`config.mk`:
```
export PLATFORM = sky130hd
export DESIGN_NAME = multicycle_controller_flat
export DESIGN_NICKNAME = d
export VERILOG_FILES = /design/src/rtl/mc_pkg.sv /design/src/rtl/multicycle_controller_if.sv /design/src/rtl/multicycle_controller.sv /design/src/flat_wrapper.sv
export SDC_FILE = /design/constraint.sdc
export NUM_CORES = 1
export LEC_CHECK = 0
export ABC_AREA = 0
export CORE_MARGIN = 3
export CORE_UTILIZATION = 42
export CTS_BUF_LIST = sky130_fd_sc_hd__clkbuf_8
export DETAILED_ROUTE_END_ITERATION = 12
export GPL_ROUTABILITY_DRIVEN = 0
export PLACE_DENSITY = 0.74
export SYNTH_ARGS = -nofsm -noshare
export SYNTH_HDL_FRONTEND = slang
export SYNTH_SLANG_ARGS = --single-unit
```
`constraint.sdc`:
```
create_clock -name clk -period 2.9 [get_ports clk]
set_clock_uncertainty 0.2 [all_clocks]
set_input_delay 0.29 -clock clk [delete_from_list [all_inputs] [get_ports clk]]
set_output_delay 0.29 -clock clk [all_outputs]
set_load 0.02 [all_outputs]
```
`src/rtl/mc_pkg.sv`:
```
// Shared encodings for the multi-cycle MIPS controller: opcodes, FSM states
// and the datapath mux-select constants.
package mc_pkg;

    // Opcode encodings (BNE is only decoded when the controller enables it)
    localparam logic [5:0] OP_RT   = 6'd0;
    localparam logic [5:0] OP_ADDI = 6'd1;
    localparam logic [5:0] OP_SLTI = 6'd2;
    localparam logic [5:0] OP_LW   = 6'd3;
    localparam logic [5:0] OP_SW   = 6'd4;
    localparam logic [5:0] OP_BEQ  = 6'd5;
    localparam logic [5:0] OP_J    = 6'd6;
    localparam logic [5:0] OP_JR   = 6'd7;
    localparam logic [5:0] OP_JAL  = 6'd8;
    localparam logic [5:0] OP_BNE  = 6'd9;

    typedef enum logic [3:0] {
        ST_FETCH    = 4'd0,
        ST_DECODE   = 4'd1,
        ST_EXEC_R   = 4'd2,
        ST_EXEC_I   = 4'd3,
        ST_ALU_WB   = 4'd4,
        ST_MEM_ADDR = 4'd5,
        ST_MEM_RD   = 4'd6,
        ST_MEM_WB   = 4'd7,
        ST_MEM_WR   = 4'd8,
        ST_BRANCH   = 4'd9,
        ST_JUMP     = 4'd10,
        ST_JREG     = 4'd11,
        ST_JLINK    = 4'd12
    } state_t;

    localparam logic [1:0] ALUOP_ADD   = 2'd0;
    localparam logic [1:0] ALUOP_SUB   = 2'd1;
    localparam logic [1:0] ALUOP_SLT   = 2'd2;
    localparam logic [1:0] ALUOP_FUNCT = 2'd3;

    localparam logic [1:0] PCSRC_ALU    = 2'd0;
    localparam logic [1:0] PCSRC_ALUOUT = 2'd1;
    localparam logic [1:0] PCSRC_JUMP   = 2'd2;
    localparam logic [1:0] PCSRC_REGA   = 2'd3;

    localparam logic [1:0] SRCB_REG     = 2'd0;
    localparam logic [1:0] SRCB_FOUR    = 2'd1;
    localparam logic [1:0] SRCB_IMM     = 2'd2;
    localparam logic [1:0] SRCB_IMM_SH2 = 2'd3;

    localparam logic [1:0] REGDST_RT = 2'd0;
    localparam logic [1:0] REGDST_RD = 2'd1;
    localparam logic [1:0] REGDST_RA = 2'd2;

    localparam logic [1:0] DW_ALU  = 2'd0;
    localparam logic [1:0] DW_LINK = 2'd1;
    localparam logic [1:0] DW_SLT  = 2'd2;

endpackage

```
`src/rtl/multicycle_controller_if.sv`:
```
// Controller <-> instruction register / datapath bundle. The controller
// owns the master side; the datapath (or a bench) owns the slave side.
interface multicycle_controller_if #(
    parameter int unsigned OPC_W = 6,
    parameter int unsigned CNT_W = 16
);
    logic [OPC_W-1:0] opcode;
    logic             ALUZeroFlag;
    logic             mem_ready;

    logic             PCWrite;
    logic             PCWriteCond;
    logic             IorD;
    logic             IRWrite;
    logic             MemRead;
    logic             MemWrite;
    logic             MemtoReg;
    logic             RegWrite;
    logic             ALUSrcA;
    logic [1:0]       RegDst;
    logic [1:0]       DataWrite;
    logic [1:0]       ALUSrcB;
    logic [1:0]       ALUOp;
    logic [1:0]       PCSource;
    logic             PCWriteEn;
    logic             illegal;
    logic [CNT_W-1:0] instr_count;

    modport master (
        input  opcode, ALUZeroFlag, mem_ready,
        output PCWrite, PCWriteCond, IorD, IRWrite, MemRead, MemWrite,
               MemtoReg, RegWrite, ALUSrcA, RegDst, DataWrite, ALUSrcB,
               ALUOp, PCSource, PCWriteEn, illegal, instr_count
    );

    modport slave (
        output opcode, ALUZeroFlag, mem_ready,
        input  PCWrite, PCWriteCond, IorD, IRWrite, MemRead, MemWrite,
               MemtoReg, RegWrite, ALUSrcA, RegDst, DataWrite, ALUSrcB,
               ALUOp, PCSource, PCWriteEn, illegal, instr_count
    );
endinterface

```
`src/rtl/multicycle_controller.sv`:
```
// Moore control FSM for the multi-cycle MIPS datapath. Strobes decode from
// the current state and latched opcode; memory stalls are handled by holding
// in FETCH / MEM_RD / MEM_WR until mem_ready. Also counts retired
// instructions and pulses illegal on an undecodable opcode.
module multicycle_controller
    import mc_pkg::*;
#(
    parameter int unsigned OPC_W  = 6,
    parameter int unsigned CNT_W  = 16,
    parameter bit          BNE_EN = 1'b0
) (
    input  logic                   clk,
    input  logic                   rst,
    multicycle_controller_if.master bus
);

    state_t           r_state;
    state_t           w_next;
    logic [OPC_W-1:0] r_opcode;
    logic [OPC_W-1:0] w_op;
    logic [CNT_W-1:0] r_count;

    logic w_is_rt, w_is_addi, w_is_slti, w_is_lw, w_is_sw;
    logic w_is_beq, w_is_bne, w_is_j, w_is_jr, w_is_jal;
    logic w_retire;

    logic       w_pcwrite, w_pcwrite_cond, w_iord, w_irwrite, w_memread;
    logic       w_memwrite, w_memtoreg, w_regwrite, w_alusrca, w_illegal;
    logic [1:0] w_regdst, w_datawrite, w_alusrcb, w_aluop, w_pcsource;

    // IR is only guaranteed valid from DECODE; later states use the copy taken there
    assign w_op = (r_state == ST_DECODE) ? bus.opcode : r_opcode;

    assign w_is_rt   = (w_op == OPC_W'(OP_RT));
    assign w_is_addi = (w_op == OPC_W'(OP_ADDI));
    assign w_is_slti = (w_op == OPC_W'(OP_SLTI));
    assign w_is_lw   = (w_op == OPC_W'(OP_LW));
    assign w_is_sw   = (w_op == OPC_W'(OP_SW));
    assign w_is_beq  = (w_op == OPC_W'(OP_BEQ));
    assign w_is_bne  = BNE_EN && (w_op == OPC_W'(OP_BNE));
    assign w_is_j    = (w_op == OPC_W'(OP_J));
    assign w_is_jr   = (w_op == OPC_W'(OP_JR));
    assign w_is_jal  = (w_op == OPC_W'(OP_JAL));

    // State register and opcode latch
    always_ff @(posedge clk or negedge rst) begin
        if (!rst) begin
            r_state  <= ST_FETCH;
            r_opcode <= '0;
        end else begin
            r_state <= w_next;
            if (r_state == ST_DECODE) begin
                r_opcode <= bus.opcode;
            end
        end
    end

    // Next-state and per-state strobe decode
    always_comb begin
        w_next         = r_state;
        w_pcwrite      = 1'b0;
        w_pcwrite_cond = 1'b0;
        w_iord         = 1'b0;
        w_irwrite      = 1'b0;
        w_memread      = 1'b0;
        w_memwrite     = 1'b0;
        w_memtoreg     = 1'b0;
        w_regwrite     = 1'b0;
        w_alusrca      = 1'b0;
        w_illegal      = 1'b0;
        w_regdst       = REGDST_RT;
        w_datawrite    = DW_ALU;
        w_alusrcb      = SRCB_REG;
        w_aluop        = ALUOP_ADD;
        w_pcsource     = PCSRC_ALU;
        case (r_state)
            ST_FETCH: begin
                w_memread = 1'b1;
                w_alusrcb = SRCB_FOUR;
                if (bus.mem_ready) begin
                    w_irwrite = 1'b1;
                    w_pcwrite = 1'b1;
                    w_next    = ST_DECODE;
                end
            end
            ST_DECODE: begin
                // Speculatively form the branch target into ALUOut
                w_alusrcb = SRCB_IMM_SH2;
                if (w_is_rt)                   w_next = ST_EXEC_R;
                else if (w_is_addi || w_is_slti) w_next = ST_EXEC_I;
                else if (w_is_lw || w_is_sw)   w_next = ST_MEM_ADDR;
                else if (w_is_beq || w_is_bne) w_next = ST_BRANCH;
                else if (w_is_j)               w_next = ST_JUMP;
                else if (w_is_jr)              w_next = ST_JREG;
                else if (w_is_jal)             w_next = ST_JLINK;
                else begin
                    w_illegal = 1'b1;
                    w_next    = ST_FETCH;
                end
            end
            ST_EXEC_R: begin
                w_alusrca = 1'b1;
                w_aluop   = ALUOP_FUNCT;
                w_next    = ST_ALU_WB;
            end
            ST_EXEC_I: begin
                w_alusrca = 1'b1;
                w_alusrcb = SRCB_IMM;
                w_aluop   = w_is_slti ? ALUOP_SLT : ALUOP_ADD;
                w_next    = ST_ALU_WB;
            end
            ST_ALU_WB: begin
                w_regwrite = 1'b1;
                if (w_is_rt)   w_regdst    = REGDST_RD;
                if (w_is_slti) w_datawrite = DW_SLT;
                w_next = ST_FETCH;
            end
            ST_MEM_ADDR: begin
                w_alusrca = 1'b1;
                w_alusrcb = SRCB_IMM;
                w_next    = w_is_lw ? ST_MEM_RD : ST_MEM_WR;
            end
            ST_MEM_RD: begin
                w_memread = 1'b1;
                w_iord    = 1'b1;
                if (bus.mem_ready) w_next = ST_MEM_WB;
            end
            ST_MEM_WB: begin
                w_regwrite = 1'b1;
                w_memtoreg = 1'b1;
                w_next     = ST_FETCH;
            end
            ST_MEM_WR: begin
                w_memwrite = 1'b1;
                w_iord     = 1'b1;
                if (bus.mem_ready) w_next = ST_FETCH;
            end
            ST_BRANCH: begin
                w_alusrca      = 1'b1;
                w_aluop        = ALUOP_SUB;
                w_pcwrite_cond = 1'b1;
                w_pcsource     = PCSRC_ALUOUT;
                w_next         = ST_FETCH;
            end
            ST_JUMP: begin
                w_pcwrite  = 1'b1;
                w_pcsource = PCSRC_JUMP;
                w_next     = ST_FETCH;
            end
            ST_JREG: begin
                w_pcwrite  = 1'b1;
                w_pcsource = PCSRC_REGA;
                w_next     = ST_FETCH;
            end
            ST_JLINK: begin
                w_pcwrite   = 1'b1;
                w_pcsource  = PCSRC_JUMP;
                w_regwrite  = 1'b1;
                w_regdst    = REGDST_RA;
                w_datawrite = DW_LINK;
                w_next      = ST_FETCH;
            end
            default: w_next = ST_FETCH;
        endcase
    end

    // An instruction retires only when a terminal state hands back to FETCH
    assign w_retire = (w_next == ST_FETCH) &&
                      (r_state inside {ST_ALU_WB, ST_MEM_WB, ST_MEM_WR, ST_BRANCH,
                                       ST_JUMP, ST_JREG, ST_JLINK});

    // Retired-instruction counter, wraps naturally
    always_ff @(posedge clk or negedge rst) begin
        if (!rst) begin
            r_count <= '0;
        end else if (w_retire) begin
            r_count <= r_count + CNT_W'(1);
        end
    end

    // PC and IR writes are suppressed while reset is held
    assign bus.PCWrite     = w_pcwrite & rst;
    assign bus.IRWrite     = w_irwrite & rst;
    assign bus.PCWriteEn   = (w_pcwrite | (w_pcwrite_cond & (bus.ALUZeroFlag ^ w_is_bne))) & rst;
    assign bus.PCWriteCond = w_pcwrite_cond;
    assign bus.IorD        = w_iord;
    assign bus.MemRead     = w_memread;
    assign bus.MemWrite    = w_memwrite;
    assign bus.MemtoReg    = w_memtoreg;
    assign bus.RegWrite    = w_regwrite;
    assign bus.ALUSrcA     = w_alusrca;
    assign bus.RegDst      = w_regdst;
    assign bus.DataWrite   = w_datawrite;
    assign bus.ALUSrcB     = w_alusrcb;
    assign bus.ALUOp       = w_aluop;
    assign bus.PCSource    = w_pcsource;
    assign bus.illegal     = w_illegal;
    assign bus.instr_count = r_count;

endmodule

```
`src/flat_wrapper.sv`:
```
// flat-port wrapper written by rule: the top's interface ports become plain ports
module multicycle_controller_flat import mc_pkg::*;
#(
    parameter int unsigned OPC_W  = 6,
    parameter int unsigned CNT_W  = 16,
    parameter bit          BNE_EN = 1'b0
)
  (clk, rst, bus_opcode, bus_ALUZeroFlag, bus_mem_ready, bus_PCWrite, bus_PCWriteCond, bus_IorD, bus_IRWrite, bus_MemRead, bus_MemWrite, bus_MemtoReg, bus_RegWrite, bus_ALUSrcA, bus_RegDst, bus_DataWrite, bus_ALUSrcB, bus_ALUOp, bus_PCSource, bus_PCWriteEn, bus_illegal, bus_instr_count);
  multicycle_controller_if #(.OPC_W(OPC_W), .CNT_W(CNT_W)) bus_i ();
  input  logic clk;
  input  logic rst;
  input wire logic [$bits(bus_i.opcode)-1:0] bus_opcode;
  input wire logic [$bits(bus_i.ALUZeroFlag)-1:0] bus_ALUZeroFlag;
  input wire logic [$bits(bus_i.mem_ready)-1:0] bus_mem_ready;
  output wire logic [$bits(bus_i.PCWrite)-1:0] bus_PCWrite;
  output wire logic [$bits(bus_i.PCWriteCond)-1:0] bus_PCWriteCond;
  output wire logic [$bits(bus_i.IorD)-1:0] bus_IorD;
  output wire logic [$bits(bus_i.IRWrite)-1:0] bus_IRWrite;
  output wire logic [$bits(bus_i.MemRead)-1:0] bus_MemRead;
  output wire logic [$bits(bus_i.MemWrite)-1:0] bus_MemWrite;
  output wire logic [$bits(bus_i.MemtoReg)-1:0] bus_MemtoReg;
  output wire logic [$bits(bus_i.RegWrite)-1:0] bus_RegWrite;
  output wire logic [$bits(bus_i.ALUSrcA)-1:0] bus_ALUSrcA;
  output wire logic [$bits(bus_i.RegDst)-1:0] bus_RegDst;
  output wire logic [$bits(bus_i.DataWrite)-1:0] bus_DataWrite;
  output wire logic [$bits(bus_i.ALUSrcB)-1:0] bus_ALUSrcB;
  output wire logic [$bits(bus_i.ALUOp)-1:0] bus_ALUOp;
  output wire logic [$bits(bus_i.PCSource)-1:0] bus_PCSource;
  output wire logic [$bits(bus_i.PCWriteEn)-1:0] bus_PCWriteEn;
  output wire logic [$bits(bus_i.illegal)-1:0] bus_illegal;
  output wire logic [$bits(bus_i.instr_count)-1:0] bus_instr_count;
  assign bus_i.opcode = bus_opcode;
  assign bus_i.ALUZeroFlag = bus_ALUZeroFlag;
  assign bus_i.mem_ready = bus_mem_ready;
  assign bus_PCWrite = bus_i.PCWrite;
  assign bus_PCWriteCond = bus_i.PCWriteCond;
  assign bus_IorD = bus_i.IorD;
  assign bus_IRWrite = bus_i.IRWrite;
  assign bus_MemRead = bus_i.MemRead;
  assign bus_MemWrite = bus_i.MemWrite;
  assign bus_MemtoReg = bus_i.MemtoReg;
  assign bus_RegWrite = bus_i.RegWrite;
  assign bus_ALUSrcA = bus_i.ALUSrcA;
  assign bus_RegDst = bus_i.RegDst;
  assign bus_DataWrite = bus_i.DataWrite;
  assign bus_ALUSrcB = bus_i.ALUSrcB;
  assign bus_ALUOp = bus_i.ALUOp;
  assign bus_PCSource = bus_i.PCSource;
  assign bus_PCWriteEn = bus_i.PCWriteEn;
  assign bus_illegal = bus_i.illegal;
  assign bus_instr_count = bus_i.instr_count;
  multicycle_controller #(.OPC_W(OPC_W), .CNT_W(CNT_W), .BNE_EN(BNE_EN)) u_core (.clk(clk), .rst(rst), .bus(bus_i));
endmodule
```
* Word-level counts from Yosys, hierarchy flattened
Index checks and enable logic that the tools add are counted.
** Word-level totals
- Register bits after elaboration :: 26
- Logic and storage cells :: 82
** Operators by class
- Add/subtract/negate cells :: 1
- Eq/ne operators :: 20
- Multiplexer cells :: 38
- Bitwise operators :: 5
- Reductions and logical operators :: 15
** Operators with widths (number)
- $mux 4 :: 11
- $eq 6x3->1 const B :: 4
- $pmux 4 s6 :: 1
- $eq 4x4->1 const B :: 5
- $mux 1 :: 18
- $pmux 2 s3 :: 3
- $add 16x1->16 const B :: 1
- $eq 4x3->1 const B :: 4
- $eq 6x2->1 const B :: 2
- $reduce_or 2->1 :: 5
- $eq 4x2->1 const B :: 2
- $logic_not 4->1 :: 2
- $pmux 2 s2 :: 2
- $reduce_bool 7->1 :: 1
- $eq 6x1->1 const B :: 1
- $eq 6x4->1 const B :: 1
- $logic_not 6->1 :: 1
- $mux 6 :: 1
- $reduce_or 3->1 :: 2
- $and 1x1->1 :: 4
- $eq 4x1->1 const B :: 1
- $reduce_or 4->1 :: 1
- $logic_or 1x1->1 :: 2
- $mux 2 :: 1
- other kinds (3) :: 3

* Depth between registers and ports, before layout
- Depth in word-level cells :: 13
- Depth in mapped cells :: 7
- Mapped depth without buffers :: 5

* Worst setup path after synthesis
Ideal clock, no wire load.
- Kind :: register -> output
- Start point :: register u_core.r_state[2]
- End point :: output port bus_RegDst[0]
- Data arrival time :: 2105 ps
- Data required time :: 2410 ps
- Slack :: 305 ps
- Stages on the path, launching flop included :: 6
- Buffers on the path :: 2
- Path through :: dfrtp_1 > buf_6 > clkbuf_1 > nor2b_1 > nand2_1 > a2111oi_0
** On the way
- Cells in the longest elaborated chain, start to end :: 5
** Ends and longest elaborated chain
- start: declaration :: RTL line multicycle_controller.sv:17 : state_t r_state;
- start signal: assignment :: RTL line multicycle_controller.sv:51 : r_state <= w_next;
- $eq 4x1->1 :: RTL line multicycle_controller.sv:32 : assign w_op = (r_state == ST_DECODE) ? bus.opcode : r_opcode;
- $mux 6
- $logic_not 6->1 :: RTL line multicycle_controller.sv:34 : assign w_is_rt = (w_op == OPC_W'(OP_RT));
- $mux 1 :: RTL line multicycle_controller.sv:114 : if (w_is_rt) w_regdst = REGDST_RD;
- $pmux 2 s2 * :: RTL line multicycle_controller.sv:76 : case (r_state)
- end: declaration :: RTL line flat_wrapper.sv:24 : output wire logic [$bits(bus_i.RegDst)-1:0] bus_RegDst;
Every way passes the cells marked *; elsewhere a longest branch is shown, timed or not.

* Worst setup path after layout
- Start point :: register u_core.r_state[2]
- End point :: output port bus_ALUOp[1]
** On the way
- Cells in the longest elaborated chain, start to end :: 5
** Ends and longest elaborated chain
- $eq 4x1->1 :: RTL line multicycle_controller.sv:32
- $mux 6
- $eq 6x2->1 :: RTL line multicycle_controller.sv:36 : assign w_is_slti = (w_op == OPC_W'(OP_SLTI));
- $mux 2 :: RTL line multicycle_controller.sv:109 : w_aluop = w_is_slti ? ALUOP_SLT : ALUOP_ADD;
- $pmux 2 s3 * :: RTL line multicycle_controller.sv:76
- end: declaration :: RTL line flat_wrapper.sv:27 : output wire logic [$bits(bus_i.ALUOp)-1:0] bus_ALUOp;
Marked as above.

==> run summary <==
Pre-Repair DR Iteration Count: 4
vias in the first global route: 1,403
Syn Nets: 187
DR top layer: met4
final hold slack: 275 ps
initial core utilization: 0.462
peak supply drop: 0.363 mV
Primary FF master, synth: dfrtp_1
initial antenna violation count: 0
Mapped Area: 0.00163 mm²
P per Cell Area: 543 mW/mm²
Yosys reg bits: 26
CP required: 2410 ps
Worst Max-Slew Pin Slew: 596 ps
nets: 239
EDFF count, synth: 0
largest cells by area after synthesis: dfrtp_1 40%, nand2_1 6.2%, xor2_1 4.8%
count of different cell masters after synthesis: 47
Finished Cell Area: 0.00223 mm²
# IOs: 47
Clk pin slew, worst setup/hold paths: 90 ps
syn_area_per_cell: 9.23 µm²
leakage dissipation: 0.00103 µW
Syn Inst Count: 176
synth-to-layout area growth: 37.0%
layout cell share with drive strength beyond 1: 0.128
Worst-Skew Late Latency: 270 ps
final hold violations: 0
Die Ht: 68.2 µm
CP startpoint kind: register
DRC viols: 0
WS Path Type: reg2out
vias per cell: 5.32
dpl hpwl: 2860 µm
dpl cell area: 0.00214 mm²
CTS Sinks: 26
Final Cycle Share: 0.951
Setup WS pre-CTS: 90.2 ps
core footprint: 0.00352 mm²
minimum clock period: 2760 ps
maximum fanout along the worst path: 9
Final ANT Viol Nets: 0
status: finished, final reports clean
clock tree buffer depth: 2
met2 wire length: 1940 µm
Cell Rows: 21
post-synthesis sequential area ratio: 0.400
fill count: 314
setup ws final: 143 ps
Die W: 68.2 µm
via count: 1,453
yosys warns: 0
routed length per instance: 13.6 µm
first-pass GRT wire length: 6160 µm
largest net degree at the start of global routing: 27
GRT Util Overall: 0.173
Root Buffer: clkbuf_8
WL met1: 1570 µm
Port Buffer Count: 46
setup violators final: 0
metal3 WL: 154 µm
Arr. time, crit path: 2270 ps
global route total overflow: 0
worst hold-check path type: reg2reg
drt total wl: 3710 µm
initial drt markers: 106
Final Max Tran Viols: 0
die area: 0.00465 mm²
TritonCTS clock tree: done
asr flop ratio synth: 1.00
Slew headroom: 0.599
setup tns final: 0 ps
fmax: 363 MHz
H-tree levels: 1
Max Cap Viol: 0
Crit. End Element: primary output
unrepaired setup endpoints after global routing: false
share of the synthesized area in the top cell type: 0.400
Antenna Cells: 0
Num CTS Buffers: 3
leading area contributor after synthesis: dfrtp_1
[path summary, 6_finish.rpt]
kind                                                     endpoint  cells after the start  slack (ps)                                    from
min                        u_core.bus.instr_count[15]$_DFFE_PN0P_                      1         270  u_core.bus.instr_count[15]$_DFFE_PN0P_
max reg2reg                u_core.bus.instr_count[10]$_DFFE_PN0P_                      6         530             u_core.r_state[2]$_DFF_PN0_
min in group asynchronous   u_core.bus.instr_count[0]$_DFFE_PN0P_                      2         310                                     rst
max                                                  bus_ALUOp[1]                      5         140             u_core.r_state[2]$_DFF_PN0_
min reg2reg                u_core.bus.instr_count[15]$_DFFE_PN0P_                      1         270  u_core.bus.instr_count[15]$_DFFE_PN0P_
max in group asynchronous             u_core.r_state[0]$_DFF_PN0_                      2        1940                                     rst
[per-layer routing]
| layer | vias up | GRT usage |
|---|---|---|
| li1 | 719 | - |
| met1 | 700 | 0.209 |
| met2 | 30 | 0.303 |
| met3 | 4 | 0.0279 |
| met4 | 0 | 0.0695 |
| met5 | - | 0 |
[stage by stage]
step	power (µW)	utilization	cells
final	1210	0.633	273
after detailed placement	957	0.608	266
after global placement	942	0.608	266
after CTS	1190	0.623	270
after floorplan	776	-	176
after global routing	1290	0.633	273
[layout by cell type (no fill, tap or decap), types with 2 or more instances in the layout]
cell type and n:
nor2b_1 3, nand3_1 6, nor3_1 7, a21oi_1 5, o211ai_1 2, and4_1 3
xnor2_1 8, nor2_1 16, and3_1 3, buf_4 11, and2_1 5, o21ai_0 3
nand2_1 27, mux2_2 4, clkbuf_8 4, nand2b_1 3, or3_1 2, o21a_1 2
dfrtp_1 26, nand4_2 2, dlygate4sd2_1 2, xor2_1 9, nor4b_4 2, nor4_1 2
nand4_1 3, inv_1 4, clkdlybuf4s50_1 43
[cell usage after synthesis (4+ instances only)]
master / count
mux2_2: 4
nand2_1: 27
dfrtp_1: 26
and2_1: 5
nand3_1: 6
nor3_1: 7
xor2_1: 9
a21oi_1: 5
xnor2_1: 8
inv_1: 4
nor2_1: 16
[critical path, cell delays in order (launching register included)]
cell           delay, ps
dfrtp_1              470
or4b_4               650
a32oi_1              290
o21ai_0              100
and3_1               180
dlygate4sd2_1        310
[cell families after synthesis]
kind of cell,Yosys count,synth area share
compound gates,23,0.100
xor+xnor,17,0.0916
fa+ha+maj,1,0.00770
buf+inv,14,0.0477
flops,26,0.400
mux,4,0.0277
simple gates,91,0.325
[flip-flops by register name (all words and copies together) (netlist names)]
signal / count
u_core.bus.instr_count: 16
u_core.r_state: 4
u_core.r_opcode: 6
[power by group]
group / internal [µW] / switching [µW]
clock network: 121 / 113
registers: 432 / 86.7
logic: 225 / 231
[final cells by class]
type | instances | area (µm²) | area share
Multi-Input combinational cell | 136 | 906 | 0.407
Sequential cell | 26 | 651 | 0.292
Timing Repair Buffer | 57 | 543 | 0.244
Tap cell | 46 | 57.6 | 0.0258
Clock buffer | 4 | 55.1 | 0.0247
Inverter | 4 | 15.0 | 0.00674
[repair_timing]
action / in CTS / in global routing
resized for setup: 2 / 2
setup endpoints to repair: 2 / 1
gates cloned: 0 / 0
pin swaps: 0 / 1
hold buffers: 0 / 0
buffers inserted: 0 / 3
Power figures use the tool's default switching activity.
